$ cat src/rtl/if_fetch_unit_pkg.sv
// Shared types and constants for the instruction-fetch slice.
// The entry gains a misalign flag only when FETCH_MISALIGN_CHECK_EN is defined.
package if_fetch_unit_pkg;

  typedef logic [31:0] InstAddrBus;
  typedef logic [31:0] InstBus;

  localparam logic       RstEnable    = 1'b0;
  localparam InstBus     INST_NOP     = 32'h0000_0013;
  localparam InstAddrBus CpuResetAddr = 32'h0000_0000;

  typedef struct packed {
    InstAddrBus addr;
    InstBus     inst;
`ifdef FETCH_MISALIGN_CHECK_EN
    logic       misalign;
`endif
  } fetch_entry_t;

  function automatic fetch_entry_t reset_entry();
    fetch_entry_t e;
    e      = '0;
    e.addr = CpuResetAddr;
    e.inst = INST_NOP;
    return e;
  endfunction

endpackage

$ cat src/rtl/if_fetch_unit_fetch_fifo.sv
// Synchronous FIFO of fetch entries with clear; head is read straight from storage.
module fetch_fifo
  import if_fetch_unit_pkg::*;
#(
  parameter int unsigned  DEPTH     = 4,
  parameter fetch_entry_t RST_ENTRY = reset_entry()
) (
  input  logic                       clk,
  input  logic                       rst_n,
  input  logic                       clear,
  input  logic                       push,
  input  fetch_entry_t               push_data,
  input  logic                       pop,
  output fetch_entry_t               head,
  output logic [$clog2(DEPTH+1)-1:0] count
);

  localparam int unsigned PW = $clog2(DEPTH);
  localparam int unsigned CW = $clog2(DEPTH+1);

  fetch_entry_t   mem [DEPTH];
  logic [PW-1:0]  rd_ptr, wr_ptr;
  logic           do_push, do_pop;

  // A push at full is legal when the same cycle pops the head slot.
  always_comb begin
    do_pop  = pop & (count != '0);
    do_push = push & ((count != CW'(DEPTH)) | do_pop);
  end

  always_ff @(posedge clk) begin
    if (rst_n == RstEnable) begin
      rd_ptr <= '0;
      wr_ptr <= '0;
      count  <= '0;
      for (int unsigned i = 0; i < DEPTH; i++) mem[i] <= RST_ENTRY;
    end else if (clear) begin
      rd_ptr <= '0;
      wr_ptr <= '0;
      count  <= '0;
    end else begin
      if (do_push) begin
        mem[wr_ptr] <= push_data;
        wr_ptr      <= wr_ptr + PW'(1);
      end
      if (do_pop) rd_ptr <= rd_ptr + PW'(1);
      count <= count + CW'(do_push) - CW'(do_pop);
    end
  end

  assign head = mem[rd_ptr];

endmodule

$ cat src/rtl/if_fetch_unit.sv
// Instruction fetch: credit-limited memory requests, in-order response FIFO, flush discard.
// Optional FETCH_MISALIGN_CHECK_EN turns misaligned PCs into NOP entries flagged inst_misalign_o.
module if_fetch_unit
  import if_fetch_unit_pkg::*;
#(
  parameter int unsigned DEPTH = 4
) (
  input  logic       clk,
  input  logic       rst_n,
  input  InstAddrBus pc_i,
  input  logic       flush_i,
  output logic       hold_o,
  output logic       req_valid_o,
  output InstAddrBus req_addr_o,
  input  logic       req_ready_i,
  input  logic       rsp_valid_i,
  input  InstBus     rsp_data_i,
  output logic       inst_valid_o,
  output InstBus     inst_o,
  output InstAddrBus inst_addr_o,
`ifdef FETCH_MISALIGN_CHECK_EN
  output logic       inst_misalign_o,
`endif
  input  logic       inst_ready_i
);

  localparam int unsigned CW = $clog2(DEPTH+1);

  logic [CW-1:0] live_cnt, disc_cnt, fifo_cnt, aq_cnt;
  logic [CW+1:0] credit_sum;
  logic          can_req, pc_misaligned, accept, mis_push;
  logic          rsp_live, rsp_disc, if_push;
  fetch_entry_t  aq_push_data, aq_head, if_push_data, if_head;

`ifdef FETCH_MISALIGN_CHECK_EN
  assign pc_misaligned   = |pc_i[1:0];
  assign req_addr_o      = pc_i;
  assign inst_misalign_o = if_head.misalign;
  logic unused_ok;
  assign unused_ok = ^{aq_head.inst, aq_head.misalign, aq_cnt};
`else
  assign pc_misaligned = 1'b0;
  assign req_addr_o    = {pc_i[31:2], 2'b00};
  logic unused_ok;
  assign unused_ok = ^{pc_i[1:0], aq_head.inst, aq_cnt};
`endif

  always_comb begin
    credit_sum  = (CW+2)'(live_cnt) + (CW+2)'(disc_cnt) + (CW+2)'(fifo_cnt);
    can_req     = credit_sum < (CW+2)'(DEPTH);
    req_valid_o = rst_n & can_req & ~flush_i & ~pc_misaligned;
    accept      = req_valid_o & req_ready_i;
    // Misaligned entries queue behind every kept response still in flight.
    mis_push    = rst_n & can_req & ~flush_i & pc_misaligned & (live_cnt == '0);
    hold_o      = ~rst_n | (~flush_i & ~(accept | mis_push));
    rsp_disc    = rsp_valid_i & (disc_cnt != '0);
    rsp_live    = rsp_valid_i & (disc_cnt == '0);
    if_push     = (rsp_live & ~flush_i) | mis_push;
  end

  always_comb begin
    aq_push_data      = '0;
    aq_push_data.addr = req_addr_o;
    if_push_data      = '0;
    if (mis_push) begin
      if_push_data.addr = pc_i;
      if_push_data.inst = INST_NOP;
`ifdef FETCH_MISALIGN_CHECK_EN
      if_push_data.misalign = 1'b1;
`endif
    end else begin
      if_push_data.addr = aq_head.addr;
      if_push_data.inst = rsp_data_i;
    end
  end

  // On flush every kept request in flight becomes stale; a response landing now is one of them.
  always_ff @(posedge clk) begin
    if (rst_n == RstEnable) begin
      live_cnt <= '0;
      disc_cnt <= '0;
    end else if (flush_i) begin
      live_cnt <= '0;
      disc_cnt <= disc_cnt + live_cnt - CW'(rsp_valid_i);
    end else begin
      live_cnt <= live_cnt + CW'(accept) - CW'(rsp_live);
      disc_cnt <= disc_cnt - CW'(rsp_disc);
    end
  end

  fetch_fifo #(.DEPTH(DEPTH)) u_addr_q (
    .clk       (clk),
    .rst_n     (rst_n),
    .clear     (flush_i),
    .push      (accept),
    .push_data (aq_push_data),
    .pop       (rsp_live),
    .head      (aq_head),
    .count     (aq_cnt)
  );

  fetch_fifo #(.DEPTH(DEPTH)) u_inst_q (
    .clk       (clk),
    .rst_n     (rst_n),
    .clear     (flush_i),
    .push      (if_push),
    .push_data (if_push_data),
    .pop       (inst_valid_o & inst_ready_i),
    .head      (if_head),
    .count     (fifo_cnt)
  );

  assign inst_valid_o = (fifo_cnt != '0);
  assign inst_o       = if_head.inst;
  assign inst_addr_o  = if_head.addr;

endmodule

$ cat config.mk
export PLATFORM = sky130hd
export DESIGN_NAME = if_fetch_unit
export DESIGN_NICKNAME = d
export VERILOG_FILES = /design/src/rtl/if_fetch_unit_pkg.sv /design/src/rtl/if_fetch_unit_fetch_fifo.sv /design/src/rtl/if_fetch_unit.sv
export SDC_FILE = /design/constraint.sdc
export NUM_CORES = 1
export LEC_CHECK = 0
export BUFFER_PORTS_ARGS = -buffer_cell sky130_fd_sc_hd__buf_4
export CAP_MARGIN = 40
export CORE_ASPECT_RATIO = 0.6
export CORE_MARGIN = 2
export CORE_UTILIZATION = 55
export DETAILED_ROUTE_END_ITERATION = 6
export GPL_ROUTABILITY_DRIVEN = 0
export PLACE_DENSITY_LB_ADDON = 0.25
export SYNTH_ARGS = -nofsm -noshare
export SYNTH_HDL_FRONTEND = slang
export SYNTH_SLANG_ARGS = --single-unit
export TNS_END_PERCENT = 5
$ cat constraint.sdc
create_clock -name clk -period 16.4 [get_ports clk]
set_clock_uncertainty 0.05 [all_clocks]
set_input_delay 1.64 -clock clk [delete_from_list [all_inputs] [get_ports clk]]
set_output_delay 1.64 -clock clk [all_outputs]
set_load 0.1 [all_outputs]
==> results of run 1 <==
[sequential cells by signal, summed over array words and instances (netlist names), 3 cells and up, named ones only]
name / cells
u_inst_q.count: 3
u_addr_q.mem: 120
disc_cnt: 3
u_addr_q.count: 3
u_inst_q.mem: 248
live_cnt: 3
[area by class of cell]
cell class,count,area (um^2)
inverter,55,206.4
clock inverter,24,329.1
clock buffer,44,1005
fill,2179,10760
timing repair buffer,190,1572
multi-input combinational,575,5102
sequential,392,11540
tap,416,520.5
[path summary, 6_finish.rpt]
path                      start             endpoint  slack, ps  cells past startpoint
min          u_addr_q.rd_ptr[1]                 flop        470                      2
min reg2reg  u_addr_q.rd_ptr[1]                 flop        470                      2
max reg2reg   u_inst_q.count[1]  u_addr_q.mem[1][19]      12250                      9
max                 disc_cnt[2]               hold_o      11360                     10
[logic make-up (layout without fill, tap and decap cells)]
kind of cell             count (synthesis)  in the layout  share of synthesized area, %
AND/OR/NAND/NOR                        426            426                         13.72
flip-flops                             392            392                         66.78
buffers and inverters                  151            313                         4.138
multiplexers                            94             94                         12.12
adder cells (fa/ha/maj)                 21             21                         1.826
AO/OA/AOI/OAI                           15             15                        0.6305
XOR/XNOR                                15             15                        0.7609
other                                    1              4                       0.02172
[cells in the mapped netlist, types with 2 or more instances]
cell      number
a2111o_1       2
a21oi_1        2
and2_1       242
buf_1          8
buf_2         10
buf_4         34
clkbuf_1      38
clkbuf_2       6
dfxtp_1       24
edfxtp_1     368
fa_1           7
ha_1          14
inv_1         54
mux2i_1        2
mux4_2        92
nand2_1       38
nand2b_1      11
nand3_1        2
nor2_1       107
nor2b_1        2
nor3_1         3
nor3b_1        3
nor4_4         2
o21ai_0        4
o31a_1         2
or3_1          7
xnor2_1       12
xor2_1         3
[critical path: cells and delay by family, from the launching register on]
kind                       cells  cell delay, ps
DFF                            1             420
adders and majority gates      2             800
AOI/OAI and AO/OA              2             330
and+or+nand+nor                2             540
buffers and inverters          4             710
[power by group]
group | total [mW] | switching [mW] | internal (mW)
Sequential | 1.21 | 0.0286 | 1.18
Clock | 0.941 | 0.374 | 0.567
Combinational | 0.540 | 0.388 | 0.152
Total | 2.69 | 0.790 | 1.90
[cells in the final DEF, fill, tap and decap left out, types with 2 or more instances in the layout]
cell type / netlist / routed
buf_4: 34 / 182
nor2_1: 107 / 105
edfxtp_1: 368 / 368
dfxtp_1: 24 / 21
bufinv_16: 0 / 8
clkbuf_16: 0 / 39
dfxtp_4: 0 / 2
nor2b_1: 2 / 2
ha_1: 14 / 14
clkinv_2: 0 / 7
or3_1: 7 / 7
nand3_1: 2 / 2
xnor2_1: 12 / 12
mux4_2: 92 / 92
a2111o_1: 2 / 2
buf_12: 0 / 2
nor2_2: 0 / 2
nor4_4: 2 / 2
nor3_1: 3 / 2
inv_1: 54 / 54
xor2_1: 3 / 3
o31a_1: 2 / 2
nand2_1: 38 / 37
clkinv_1: 0 / 4
fa_1: 7 / 7
nor3b_1: 3 / 3
conb_1: 1 / 4
clkinvlp_4: 0 / 4
o21ai_4: 0 / 3
nand2b_1: 11 / 11
mux2i_1: 2 / 2
clkbuf_1: 38 / 4
buf_16: 0 / 6
and2_1: 242 / 242
[per-stage QoR]
stage               total power, mW  hold slack (ps)  util [%]  std cells
floorplan                     1.634            434.7         -       1118
global placement              1.755            448.4     60.38       1620
detailed placement            1.774            463.1     61.04       1628
CTS                           2.708            472.1     65.34       1696
global route                  2.777            503.3     65.34       1696
finish                        2.691            473.0     65.34       1696
[metal layers]
layer  routed length [um]  part of all wire [%]  up-vias
met4                  453                   1.2        0
met1                16270                    44     4856
li1                     -                     -     4229
met2                17480                    48      294
met5                    0                     0        -
met3                 2434                   6.6       34
==> flow_metrics.tcl, run 1 <==
set metrics [dict create \
    drtPass1Iterations 5 \
    met1_usage_pct 33.83 \
    top_usage_layer "met2" \
    nets 1342 \
    ir_drop_v 0.00008343 \
    insertion_delay_ps 530 \
    rows 50 \
    vias 9413 \
    place_ws_ps 11390 \
    post-cts-setup-buffers 0 \
    min_period_ps 5039 \
    place_area_um2 18940 \
    portBuffers 162 \
    p_leak_nw 7.675 \
    wire_per_inst_um 21.60 \
    clock-sinks 392 \
    synthArstFlopShare_pct 0 \
    hold_viol 0 \
    worstSetupStartpointType "flop" \
    critPathRequiredTime_ps 14710 \
    synth_top_cells_by_area "edfxtp_1 (64%), mux4_2 (12%), and2_1 (8.8%)" \
    drive_gt1_share_pct 28.44 \
    ys_ff_latch 392 \
    place_hpwl_um 22020 \
    first_global_vias 9626 \
    slew-limit-headroom_pct 43.52 \
    max_freq_ghz 0.1985 \
    grt_overflow_total 0 \
    post_cts_resized 0 \
    area_growth_syn_to_layout_pct 17.42 \
    hp-class "reg -> reg" \
    status "finished, final reports clean" \
    synth-seq-area-share_pct 66.78 \
    syn_area_per_cell_um2 15.49 \
    dieArea_um2 32870 \
    grt_antenna_before_repair 0 \
    drc 0 \
    grtUsageTotal_pct 22.92 \
    synth_top_area_share_pct 64.00 \
    fin_ws_ps 11360 \
    drt_first_iter_violations 914 \
    ctsHoldBuffers 0 \
    maxCapViolations 0 \
    core_um2 31030 \
    synthFlopType "edfxtp_1" \
    worstPathMaxFanout 7 \
    start_util_pct 55.65 \
    synth_edf_count 368 \
    grt_start_max_net_pins 63 \
    yosys.area.top_type "edfxtp_1" \
    pin_count 169 \
    setup-violations-final 0 \
    cts_tree "yes" \
    vias_per_cell 5.550 \
    die_h_um 141.2 \
    diodes 0 \
    cts_root_buffer "clkbuf_16" \
    slowest_stage "fa_1" \
    worstSetupEndpointType "output pin" \
    grt_util_met3_pct 4.227 \
    synth_cell_types 44 \
    rsz0062_at_grt "false" \
    crit_type "reg -> out" \
    final_area_um2 20270 \
    ant_nets 0 \
    worstPathCellList "inv_1 > fa_1 > inv_1 > ha_1 > or3b_2 > o22ai_1 > buf_4 > nor3_1 > a22oi_1 > buf_4" \
    path_clk_slew_ps 70 \
    worstMarginPinSlew_ps 847.1 \
    clock_path_buffers 3 \
    wl_um 36640 \
    cp.arrival_ps 3350 \
    die_w_um 232.7 \
    timing.final.crit_share_pct 30.72 \
    grt_pass1_wl_um 56650 \
    cts_buffers 37 \
    critPathMaxStageDelay_ps 520 \
    synth_cells 1115 \
    cts.htree.levels 2 \
    maxSlewViolCount 0 \
    yosys_warnings 0 \
    grt_use_met2_pct 36.45 \
    powerDensity_nw_per_um2 132.7 \
    syn-cell-area_um2 17270 \
    finalSetupTns_ps 0 \
]
Note: power is estimated with default switching activity, not from simulation.
==> run 2, diff against run 1 <==
Settings changed: ABC_AREA set to 1, CORE_UTILIZATION 55 to 54.
Clock period 16.4 ns to 4.25 ns, I/O delays scaled along.
==> flow_metrics.tcl, run 2 <==
set metrics [dict create \
    die_w_um 235.0 \
    seq_power_share_pct 47.8 \
    post_cts_resized 0 \
    hold_viol 0 \
    max_freq_ghz 0.2722 \
    synth_most_common_cell "nor2_1" \
    layout_commonest_cell "nor2_1" \
    cp.arrival_ps 4040 \
    synthArstFlopShare_pct 0 \
    largest_register_ff_count 248 \
    finalSetupTns_ps 0 \
    rows 50 \
    post-cts-setup-buffers 0 \
    p_sw_mw 2.713 \
    drc 0 \
    slew-limit-headroom_pct 43.64 \
    yosys_warnings 0 \
    vias 12050 \
    place_ws_ps 642.3 \
    synth_cell_types 34 \
    ant_nets 0 \
    stdcell_count 2174 \
    holdPathStages 3 \
    die_h_um 142.6 \
    synthFlopType "edfxtp_1" \
    regMostFlops "u_inst_q.mem" \
    portBuffers 162 \
    area_growth_syn_to_layout_pct 16.12 \
    drive_gt1_share_pct 16.38 \
    cts_root_buffer "clkbuf_16" \
    fin_ws_ps 575.7 \
    worstPathMaxFanout 4 \
    ctsHoldBuffers 0 \
    grt_start_max_net_pins 103 \
    place_hpwl_um 22670 \
    ir_drop_v 0.0002951 \
    dieArea_um2 33500 \
    crit_type "reg -> reg" \
    largestRegisters "u_inst_q.mem x248, u_addr_q.mem x120" \
    nets 1820 \
    worstMarginPinSlew_ps 845.4 \
    setup-violations-final 0 \
    drt_first_iter_violations 1081 \
    rr_endpoint "live_cnt[2]" \
    drtPass1Iterations 5 \
    syn_area_per_cell_um2 10.61 \
    timing.final.crit_share_pct 86.45 \
    dp.cells 2106 \
    cts_tree "yes" \
    insertion_delay_ps 540 \
    syn-cell-area_um2 17280 \
    grt_pass1_wl_um 63240 \
    path_clk_slew_ps 60 \
    grtUsageTotal_pct 24.22 \
    r2r-start "u_inst_q.count[1]" \
    status "finished, final reports clean" \
    synth_top_area_share_pct 63.94 \
    cts_buffers 37 \
    maxCapViolations 0 \
    first_global_vias 11300 \
    final_cell_mix "nor2_1 (472), edfxtp_1 (368), o21ai_0 (191)" \
    p_int_mw 6.777 \
    hp-class "in -> reg" \
    r2r_cells 17 \
    min_to "u_inst_q.mem[3][4]" \
    yosys.area.top_type "edfxtp_1" \
    core_um2 31340 \
    start_util_pct 55.15 \
    clock-sinks 392 \
    diodes 0 \
    synth_cells 1629 \
    wl_um 40240 \
    grt_overflow_total 0 \
    synth-seq-area-share_pct 66.71 \
    ys_ff_latch 392 \
    synth_top_cells_by_area "edfxtp_1 (64%), nor2_1 (10%), o21ai_0 (5.6%)" \
    wire_per_inst_um 18.51 \
    vias_per_cell 5.544 \
    critPathRequiredTime_ps 4620 \
    powerDensity_nw_per_um2 472.9 \
    clock_path_buffers 3 \
    min_period_ps 3674 \
    hp-start "rsp_data_i[4]" \
    reg2reg_slack_ps 580 \
    synth_edf_count 368 \
    power.share.switching_pct 28.59 \
    grt_antenna_before_repair 0 \
    synthTopCellsByCount "nor2_1 (473), edfxtp_1 (368), o21ai_0 (194)" \
    clkPwrFrac_pct 35.7 \
    maxSlewViolCount 0 \
    pin_count 169 \
    p_leak_nw 8.259 \
    worstSetupEndpointType "flop" \
    worstSetupStartpointType "flop" \
    rsz0062_at_grt "false" \
    cts.htree.levels 2 \
    pwr-share-comb_pct 16.4 \
]
==> run 2: cell count changes after synthesis, moves of 59 or more <==
cell | previous run | this run
nor2_1 | 107 | 473
and2_1 | 242 | 0
o21ai_0 | 4 | 194
mux4_2 | 92 | 0
o22ai_1 | 1 | 92
inv_1 | 54 | 141
nand2_1 | 38 | 97
==> run 2: cell type report <==
class | count | area [um^2]
Inverter | 148 | 556.8
Clock inverter | 22 | 219.0
Multi-Input combinational cell | 957 | 4591
Timing Repair Buffer | 193 | 1624
Tap cell | 416 | 520.5
Sequential cell | 392 | 11540
Clock buffer | 46 | 1022
Fill cell | 2401 | 11270
==> run 2: cell families after synthesis <==
| kind of cell | after synthesis | share of synthesized area [%] |
|---|---|---|
| fa+ha+maj | 21 | 1.824 |
| buf+inv | 283 | 7.203 |
| flops | 392 | 66.71 |
| simple gates | 620 | 14.33 |
| compound gates | 305 | 9.548 |
| xor+xnor | 7 | 0.3547 |
| other cells | 1 | 0.02170 |
==> run 2: worst max path at each step <==
stage / from / endpoint / slack (ps) / depth (start not counted)
after floorplan: u_inst_q.wr_ptr[1] / u_inst_q.mem[0][0] / -1670 / 4
after global placement: u_inst_q.count[1] / live_cnt[2] / 660 / 17
after detailed placement: u_inst_q.count[1] / live_cnt[2] / 640 / 17
after CTS: u_inst_q.count[1] / hold_o / 610 / 13
after global routing: u_inst_q.count[1] / live_cnt[2] / 370 / 17
final: u_inst_q.count[1] / live_cnt[2] / 580 / 17
==> run 2: power by group through the flow <==
stage               Clock (mW)  Combinational (mW)  Sequential [mW]
finish                    3.39                1.56             4.54
global placement             0                1.53             4.61
global route              3.59                1.65             4.56
floorplan                    0                1.15             4.62
detailed placement           0                1.55             4.62
CTS                       3.44                1.56             4.54
==> run 2: layer usage <==
| layer | wire (um) | share of wire [%] | global-route usage [%] | vias to the layer above |
|---|---|---|---|---|
| li1 | - | - | - | 5678 |
| met5 | 0 | 0 | 0 | - |
| met3 | 2984 | 7.4 | 3.394 | 65 |
| met4 | 864 | 2.1 | 6.562 | 0 |
| met1 | 17840 | 44 | 35.17 | 5841 |
| met2 | 18550 | 46 | 38.73 | 469 |
==> run 2: stage by stage <==
step	hold slack, ps	instance area [um^2]	utilization (%)	power [mW]
finish	140.9	20070	64.04	9.491
global route	146.5	20070	64.04	9.795
CTS	110.8	20070	64.04	9.546
detailed placement	418.2	18830	60.08	6.175
global placement	402.3	18690	59.64	6.139
floorplan	385.6	17300	-	5.775
==> run 2: worst max-delay path, cell delays in order (launching register included) <==
cell     delay, ps
dfxtp_1        430
inv_1          110
fa_1           500
inv_1           60
nand2_1         90
inv_1           70
fa_1           500
inv_1           70
nand3_1         80
nor2_2         160
nand3_1        140
ha_1           300
inv_1           40
ha_1           180
fa_1           390
xor2_1         180
o21ai_0        150
a21oi_1         50
